File: config.mk
export PLATFORM = sky130hd
export DESIGN_NAME = local_bias_ctrl_flat
export DESIGN_NICKNAME = d
export VERILOG_FILES = /design/src/rtl/local_bias_if.sv /design/src/rtl/local_bias_ctrl.sv /design/src/flat_wrapper.sv
export SDC_FILE = /design/constraint.sdc
export NUM_CORES = 1
export LEC_CHECK = 0
export BUFFER_PORTS_ARGS = -buffer_cell sky130_fd_sc_hd__buf_4
export CORE_ASPECT_RATIO = 1.4
export CORE_UTILIZATION = 37
export CTS_CLUSTER_DIAMETER = 120
export DETAILED_ROUTE_END_ITERATION = 12
export GPL_TIMING_DRIVEN = 0
export PLACE_DENSITY = 0.68
export SETUP_SLACK_MARGIN = 0.05
export SYNTH_ARGS = -nofsm -noshare
export SYNTH_HDL_FRONTEND = slang
export SYNTH_SLANG_ARGS = --single-unit
export TNS_END_PERCENT = 100
File: constraint.sdc
create_clock -name clk -period 2.38 [get_ports clk]
set_clock_uncertainty 0.15 [all_clocks]
set_input_delay 0.595 -clock clk [delete_from_list [all_inputs] [get_ports clk]]
set_output_delay 0.595 -clock clk [all_outputs]
set_load 0.05 [all_outputs]
File: src/rtl/local_bias_if.sv
// local_bias_if: control, supply and test-bus arbitration signals between local_bias_ctrl and its host.
interface local_bias_if;
  logic       en;
  logic       supply_ok;
  logic       fault_clr;
  logic [1:0] atb_req;
  logic [1:0] atb_sel0;
  logic [1:0] atb_sel1;
  logic       pdb;
  logic       bias_rdy;
  logic       fault;
  logic [1:0] atb_gnt;
  logic [1:0] atb_ena;
  modport master (
    output en, supply_ok, fault_clr, atb_req, atb_sel0, atb_sel1,
    input  pdb, bias_rdy, fault, atb_gnt, atb_ena
  );
  modport slave (
    input  en, supply_ok, fault_clr, atb_req, atb_sel0, atb_sel1,
    output pdb, bias_rdy, fault, atb_gnt, atb_ena
  );
endinterface

File: src/rtl/local_bias_ctrl.sv
// local_bias_ctrl: bias power sequencer with supply fault latch and two-requester round-robin test-bus arbiter.
module local_bias_ctrl #(
  parameter int SETTLE_CYC = 64,
  parameter int DISCH_CYC  = 16,
  parameter int CNT_W      = 8
) (
  input  logic         clk,
  input  logic         rst_n,
  local_bias_if.slave  bus
);
  typedef enum logic [1:0] {OFF, RAMP, ON, DRAIN} state_t;
  typedef enum logic [1:0] {A_IDLE, A_GRANT, A_GAP} arb_t;
  localparam logic [CNT_W-1:0] SETTLE_LAST = CNT_W'(SETTLE_CYC - 1);
  localparam logic [CNT_W-1:0] DISCH_LAST  = CNT_W'(DISCH_CYC - 1);
  state_t           r_state, w_state_nxt;
  arb_t             r_arb, w_arb_nxt;
  logic [CNT_W-1:0] r_cnt, w_cnt_nxt;
  logic             r_fault, w_fault_nxt, w_set;
  logic             r_pdb, r_rdy;
  logic             r_ptr, w_ptr_nxt, w_pick, w_act;
  logic [1:0]       r_gnt, w_gnt_nxt, r_ena, w_ena_nxt;
  always_comb begin
    w_state_nxt = r_state;
    w_set       = 1'b0;
    case (r_state)
      OFF:   if (bus.en && bus.supply_ok && !r_fault) w_state_nxt = RAMP;
      RAMP: begin
        if (!bus.supply_ok) begin
          w_state_nxt = DRAIN;
          w_set       = 1'b1;
        end else if (!bus.en) w_state_nxt = DRAIN;
        else if (r_cnt == SETTLE_LAST) w_state_nxt = ON;
      end
      ON: begin
        if (!bus.supply_ok) begin
          w_state_nxt = DRAIN;
          w_set       = 1'b1;
        end else if (!bus.en) w_state_nxt = DRAIN;
      end
      DRAIN: if (r_cnt == DISCH_LAST) w_state_nxt = OFF;
      default: w_state_nxt = OFF;
    endcase
    w_cnt_nxt   = (w_state_nxt != r_state || r_state == OFF || r_state == ON) ? '0 : r_cnt + 1'b1;
    w_fault_nxt = w_set | (r_fault & ~bus.fault_clr);
  end
  // The arbiter only runs while the bias stays ON; any exit drops the grant on the same edge as pdb.
  always_comb begin
    w_act     = (r_state == ON) && (w_state_nxt == ON);
    w_pick    = (bus.atb_req == 2'b11) ? r_ptr : bus.atb_req[1];
    w_arb_nxt = r_arb;
    w_ptr_nxt = r_ptr;
    w_gnt_nxt = r_gnt;
    w_ena_nxt = r_ena;
    if (!w_act) begin
      w_arb_nxt = A_IDLE;
      w_gnt_nxt = 2'b00;
      w_ena_nxt = 2'b00;
    end else begin
      case (r_arb)
        A_IDLE: if (|bus.atb_req) begin
          w_gnt_nxt = w_pick ? 2'b10 : 2'b01;
          w_ena_nxt = w_pick ? bus.atb_sel1 : bus.atb_sel0;
          w_ptr_nxt = ~w_pick;
          w_arb_nxt = A_GRANT;
        end
        A_GRANT: if (!(|(bus.atb_req & r_gnt))) begin
          w_gnt_nxt = 2'b00;
          w_ena_nxt = 2'b00;
          w_arb_nxt = A_GAP;
        end
        default: w_arb_nxt = A_IDLE;
      endcase
    end
  end
  always_ff @(posedge clk or negedge rst_n) begin
    if (!rst_n) begin
      r_state <= OFF;
      r_cnt   <= '0;
      r_fault <= 1'b0;
      r_pdb   <= 1'b0;
      r_rdy   <= 1'b0;
      r_arb   <= A_IDLE;
      r_ptr   <= 1'b0;
      r_gnt   <= 2'b00;
      r_ena   <= 2'b00;
    end else begin
      r_state <= w_state_nxt;
      r_cnt   <= w_cnt_nxt;
      r_fault <= w_fault_nxt;
      r_pdb   <= (w_state_nxt == RAMP) || (w_state_nxt == ON);
      r_rdy   <= (w_state_nxt == ON);
      r_arb   <= w_arb_nxt;
      r_ptr   <= w_ptr_nxt;
      r_gnt   <= w_gnt_nxt;
      r_ena   <= w_ena_nxt;
    end
  end
  assign bus.pdb      = r_pdb;
  assign bus.bias_rdy = r_rdy;
  assign bus.fault    = r_fault;
  assign bus.atb_gnt  = r_gnt;
  assign bus.atb_ena  = r_ena;
endmodule
File: src/flat_wrapper.sv
// flat-port wrapper written by rule: the top's interface ports become plain ports
module local_bias_ctrl_flat 
#(
  parameter int SETTLE_CYC = 64,
  parameter int DISCH_CYC  = 16,
  parameter int CNT_W      = 8
)
  (clk, rst_n, bus_en, bus_supply_ok, bus_fault_clr, bus_atb_req, bus_atb_sel0, bus_atb_sel1, bus_pdb, bus_bias_rdy, bus_fault, bus_atb_gnt, bus_atb_ena);
  local_bias_if bus_i ();
  input  logic clk;
  input  logic rst_n;
  input wire logic [$bits(bus_i.en)-1:0] bus_en;
  input wire logic [$bits(bus_i.supply_ok)-1:0] bus_supply_ok;
  input wire logic [$bits(bus_i.fault_clr)-1:0] bus_fault_clr;
  input wire logic [$bits(bus_i.atb_req)-1:0] bus_atb_req;
  input wire logic [$bits(bus_i.atb_sel0)-1:0] bus_atb_sel0;
  input wire logic [$bits(bus_i.atb_sel1)-1:0] bus_atb_sel1;
  output wire logic [$bits(bus_i.pdb)-1:0] bus_pdb;
  output wire logic [$bits(bus_i.bias_rdy)-1:0] bus_bias_rdy;
  output wire logic [$bits(bus_i.fault)-1:0] bus_fault;
  output wire logic [$bits(bus_i.atb_gnt)-1:0] bus_atb_gnt;
  output wire logic [$bits(bus_i.atb_ena)-1:0] bus_atb_ena;
  assign bus_i.en = bus_en;
  assign bus_i.supply_ok = bus_supply_ok;
  assign bus_i.fault_clr = bus_fault_clr;
  assign bus_i.atb_req = bus_atb_req;
  assign bus_i.atb_sel0 = bus_atb_sel0;
  assign bus_i.atb_sel1 = bus_atb_sel1;
  assign bus_pdb = bus_i.pdb;
  assign bus_bias_rdy = bus_i.bias_rdy;
  assign bus_fault = bus_i.fault;
  assign bus_atb_gnt = bus_i.atb_gnt;
  assign bus_atb_ena = bus_i.atb_ena;
  local_bias_ctrl #(.SETTLE_CYC(SETTLE_CYC), .DISCH_CYC(DISCH_CYC), .CNT_W(CNT_W)) u_core (.clk(clk), .rst_n(rst_n), .bus(bus_i));
endmodule
==> impl_summary.md <==
STA
The final cycle utilization of the critical path is 105%. The max-slew violation total from the final report is 0. Measured against its own limit, the worst slew margin works out to a little under three fifths. Timing would allow up to roughly 400 MHz.

Once routing completed, OpenROAD measured the worst setup slack at -116 ps. Setup total negative slack on the finished layout was measured at -544 ps. The final-report hold violation count was 0. The worst hold margin is between 50 and 60 ps. The minimum clock period is 2500 ps. The worst-margin pin slew is approximately 640 ps. The final-report setup violation count is 5. Setup repair after global routing could not meet its margin everywhere.

GRT
The number of antenna violations at the first check in global routing is 0. The global-route total usage across every layer is about 17%. Global routing finished with a remaining overflow of 0.

The via count of the first global-routing pass came to slightly above 1000. The global-route wire length before repair is roughly 4300 um. The maximum number of pins on one net before global-route repair is 21.

Logic synthesis
Yosys printed 0 warnings. The simple-gate share of the synthesized area is between 10% and 20%. The average size of a mapped cell is ~10 um2. In this run the cell area of the synthesized design comes to around 0.0011 mm2. Summing the areas of all compound-gate instances in the mapped netlist gives 25.6% of the synthesized area. The top-area cell type share of the netlist area is between 40% and 50%. For this run, the leading register cell type out of synthesis is dfrtp_1. For this run, asynchronously set or reset flops after synthesis account for 100%.

The post-synthesis cell count is 108. The mux cell area share after synthesis is 0%. After Yosys synthesis, XOR and XNOR cells account for 4.65% of the synthesized area.

In this run, distinct cell masters in the synthesized netlist total 40. Of the synthesized area, sequential elements account for between 40 and 50%. Ranked by instance count, the synthesized netlist is headed by 20 x dfrtp_1, 9 x a211oi_1, 8 x inv_1. Counting every net in the synthesized netlist gives 125.

The adder and majority cell fraction of the synthesized area is 6.64%. The cell taking the most area after synthesis is dfrtp_1. By area, the combinational part of the netlist is dominated by compound AO/OA/AOI/OAI gates. The synthesized design contains 0 enable-type register cells. Yosys attributes the largest share of cell area to dfrtp_1 44%, ha_1 6.6%, a211oi_1 6.0%. The register bit count reported by yosys is 20.

Among all cell types in the netlist, the one instantiated most often is dfrtp_1.

Place
The placed instance area is 0.00132 mm2. The count of buffers added on input and output ports is 17. OpenSTA, run right after detailed placement, puts the worst setup slack at -339 ps. The detailed placer's ending HPWL is between 1500 and 2000 um. The total placed cells including tap cells is 162. The weighted congestion reported at the end of routability-driven placement is slightly below 0.8.

Die
After floorplanning, the core was sized to cover about 0.0029 mm2. The floorplan has 23 rows. The die is between 60 and 70 um tall. The full die area is roughly 0.0033 mm2. The floorplan step set the die width to just under 50 um.

Once the floorplan was initialized, standard cells occupied 39.3% of the core. The number of I/O pins is 18.

Critical path
The type of the worst setup path is flip-flop to flip-flop. The critical path startpoint category is a flip-flop. The cell depth of the worst flop-to-flop path is 11.

STA puts the critical path data required time at ~2400 ps. Setup slack on the worst reg-to-reg path comes out at -120 ps. The peak fanout along the critical path is 9. At the worst endpoint, the arrival time is 2550 ps. The nature of the critical path endpoint is a flip-flop.

Routing
The detail route stage leaves a number of antenna-violating nets equal to 0. The count of unresolved DRC violations after routing is 0. The routed design has between 2000 and 3000 um of wire.

The number of violations reported at the end of detailed-routing iteration 0 is 18. The first detailed-routing pass ran for 4 iterations. After detailed routing, the average wire length per cell comes to 14.3 um. The via count is 995. Dividing the detail-routed via count by the number of cells gives 5.47.

Clock network
The number of sinks driven by the clock tree is 20. The number of clock buffers added by TritonCTS is 3. The root buffer cell chosen for the clock tree is clkbuf_8.

The level count of the clock H-tree is 1. The clock latency on the worst-skew pair is about 260 ps. Buffers inserted to repair hold after CTS numbered 0. The clock passes through at most 2 buffers. TritonCTS built the clock tree. After clock tree synthesis, the clock-pin slew on the worst setup and hold paths is 80 ps.

Pwr
The worst-case IR drop observed on VDD is 0.000532 V. The power density over the cells is 1080 mW/mm2. The final total power is ~1.7 mW. The analysis attributes to cell leakage a power of about 0.68 nW.

Status
The checks that failed: negative setup slack. The run finished, with violations left.

Cells and area
At the end of the flow, the number of nets in the layout was 163. The final design instance area without fill is about 0.0016 mm2. The area growth from synthesis to layout is 42.1%. Cells fill a little under three fifths of the core in the end. Once layout is complete, the cells apart from fillers number 182. The count of antenna diodes in the layout is 0. The proportion of layout cells with a drive suffix above 1 is 41.4%.

Job
Across the run, the number of max-cap violations was 0.

Hold path
The worst min-delay path class is input port to asynchronous set/reset pin.
-- per-layer routing --
metal	vias up	global-route usage [%]	part of all wire [%]
met5	-	0	0
met4	0	9.56	1.2
met3	2	2.48	2.9
met2	22	32.6	52
met1	486	18.8	44
li1	485	-	-
-- registers in the layout (all words and copies together), names as in the netlist --
name / count
u_core.r_cnt: 8
u_core.bus.atb_ena: 2
u_core.bus.atb_gnt: 2
u_core.r_arb: 2
u_core.r_state: 2
u_core.bus.bias_rdy: 1
u_core.bus.fault: 1
u_core.bus.pdb: 1
u_core.r_ptr: 1
-- critical path, cell delays in order, from the launching register on --
cell and delay [ps]:
dfrtp_2 420, inv_1 90, ha_1 190, buf_2 170, o21bai_1 210, a22oi_4 190
o311a_1 210, ha_2 180, nand3b_1 160, nor2_2 200, buf_6 130, a22o_1 120
-- worst paths after layout --
check | start | end
max reg2reg | u_core.r_state[0] | u_core.bus.atb_gnt[0]
max in group asynchronous | rst_n | u_core.r_state[1]
min in group clk | bus_fault_clr | u_core.bus.fault
min reg2reg | u_core.bus.atb_ena[0] | u_core.bus.atb_ena[0]
min | rst_n | u_core.bus.fault
max | u_core.r_state[0] | u_core.bus.atb_gnt[0]
-- cell usage in the layout, fill, tap and decap left out, types with 2 or more instances in the layout --
| master | n |
|---|---|
| a211oi_1 | 9 |
| a21boi_0 | 2 |
| a21oi_2 | 2 |
| a22o_1 | 3 |
| a22oi_1 | 2 |
| and4b_1 | 2 |
| buf_4 | 32 |
| clkbuf_8 | 4 |
| dfrtp_1 | 18 |
| dfrtp_2 | 2 |
| ha_1 | 3 |
| ha_4 | 2 |
| inv_1 | 7 |
| nand2_1 | 7 |
| nand4_1 | 2 |
| nor2_1 | 5 |
| nor3_1 | 3 |
| o21ai_0 | 2 |
| o2bb2ai_2 | 2 |
| xnor2_1 | 4 |
| xor2_1 | 2 |
-- power by group --
| group | leakage [nW] | switching (mW) | internal [mW] |
|---|---|---|---|
| Combinational | 0.388 | 0.538 | 0.455 |
| Clock | 0.0288 | 0.111 | 0.147 |
| Sequential | 0.267 | 0.0726 | 0.414 |
-- final cells by class --
type                       instances  area [um2]
buffer                             2        12.5
multi-input combinational         78         707
clock buffer                       4        55.1
fill                             260        1270
tap                               37        46.3
sequential                        20         503
timing repair buffer              33         251
inverter                           8        30.0
-- logic make-up (layout without fill, tap and decap cells) --
| group | count (synthesis) | after routing |
|---|---|---|
| AO/OA/AOI/OAI | 35 | 35 |
| XOR/XNOR | 6 | 6 |
| adder cells (fa/ha/maj) | 6 | 6 |
| buffers and inverters | 10 | 47 |
| flip-flops | 20 | 20 |
| AND/OR/NAND/NOR | 31 | 31 |
-- what timing repair did --
| action | in CTS | in global routing |
|---|---|---|
| pin swaps | 10 | 9 |
| hold endpoints to repair | 0 | 0 |
| endpoints found under the setup margin | 15 | 15 |
| gates resized for setup | 12 | 7 |
| setup buffers | 7 | 9 |
No activity file was read; power rests on OpenSTA's default activity.
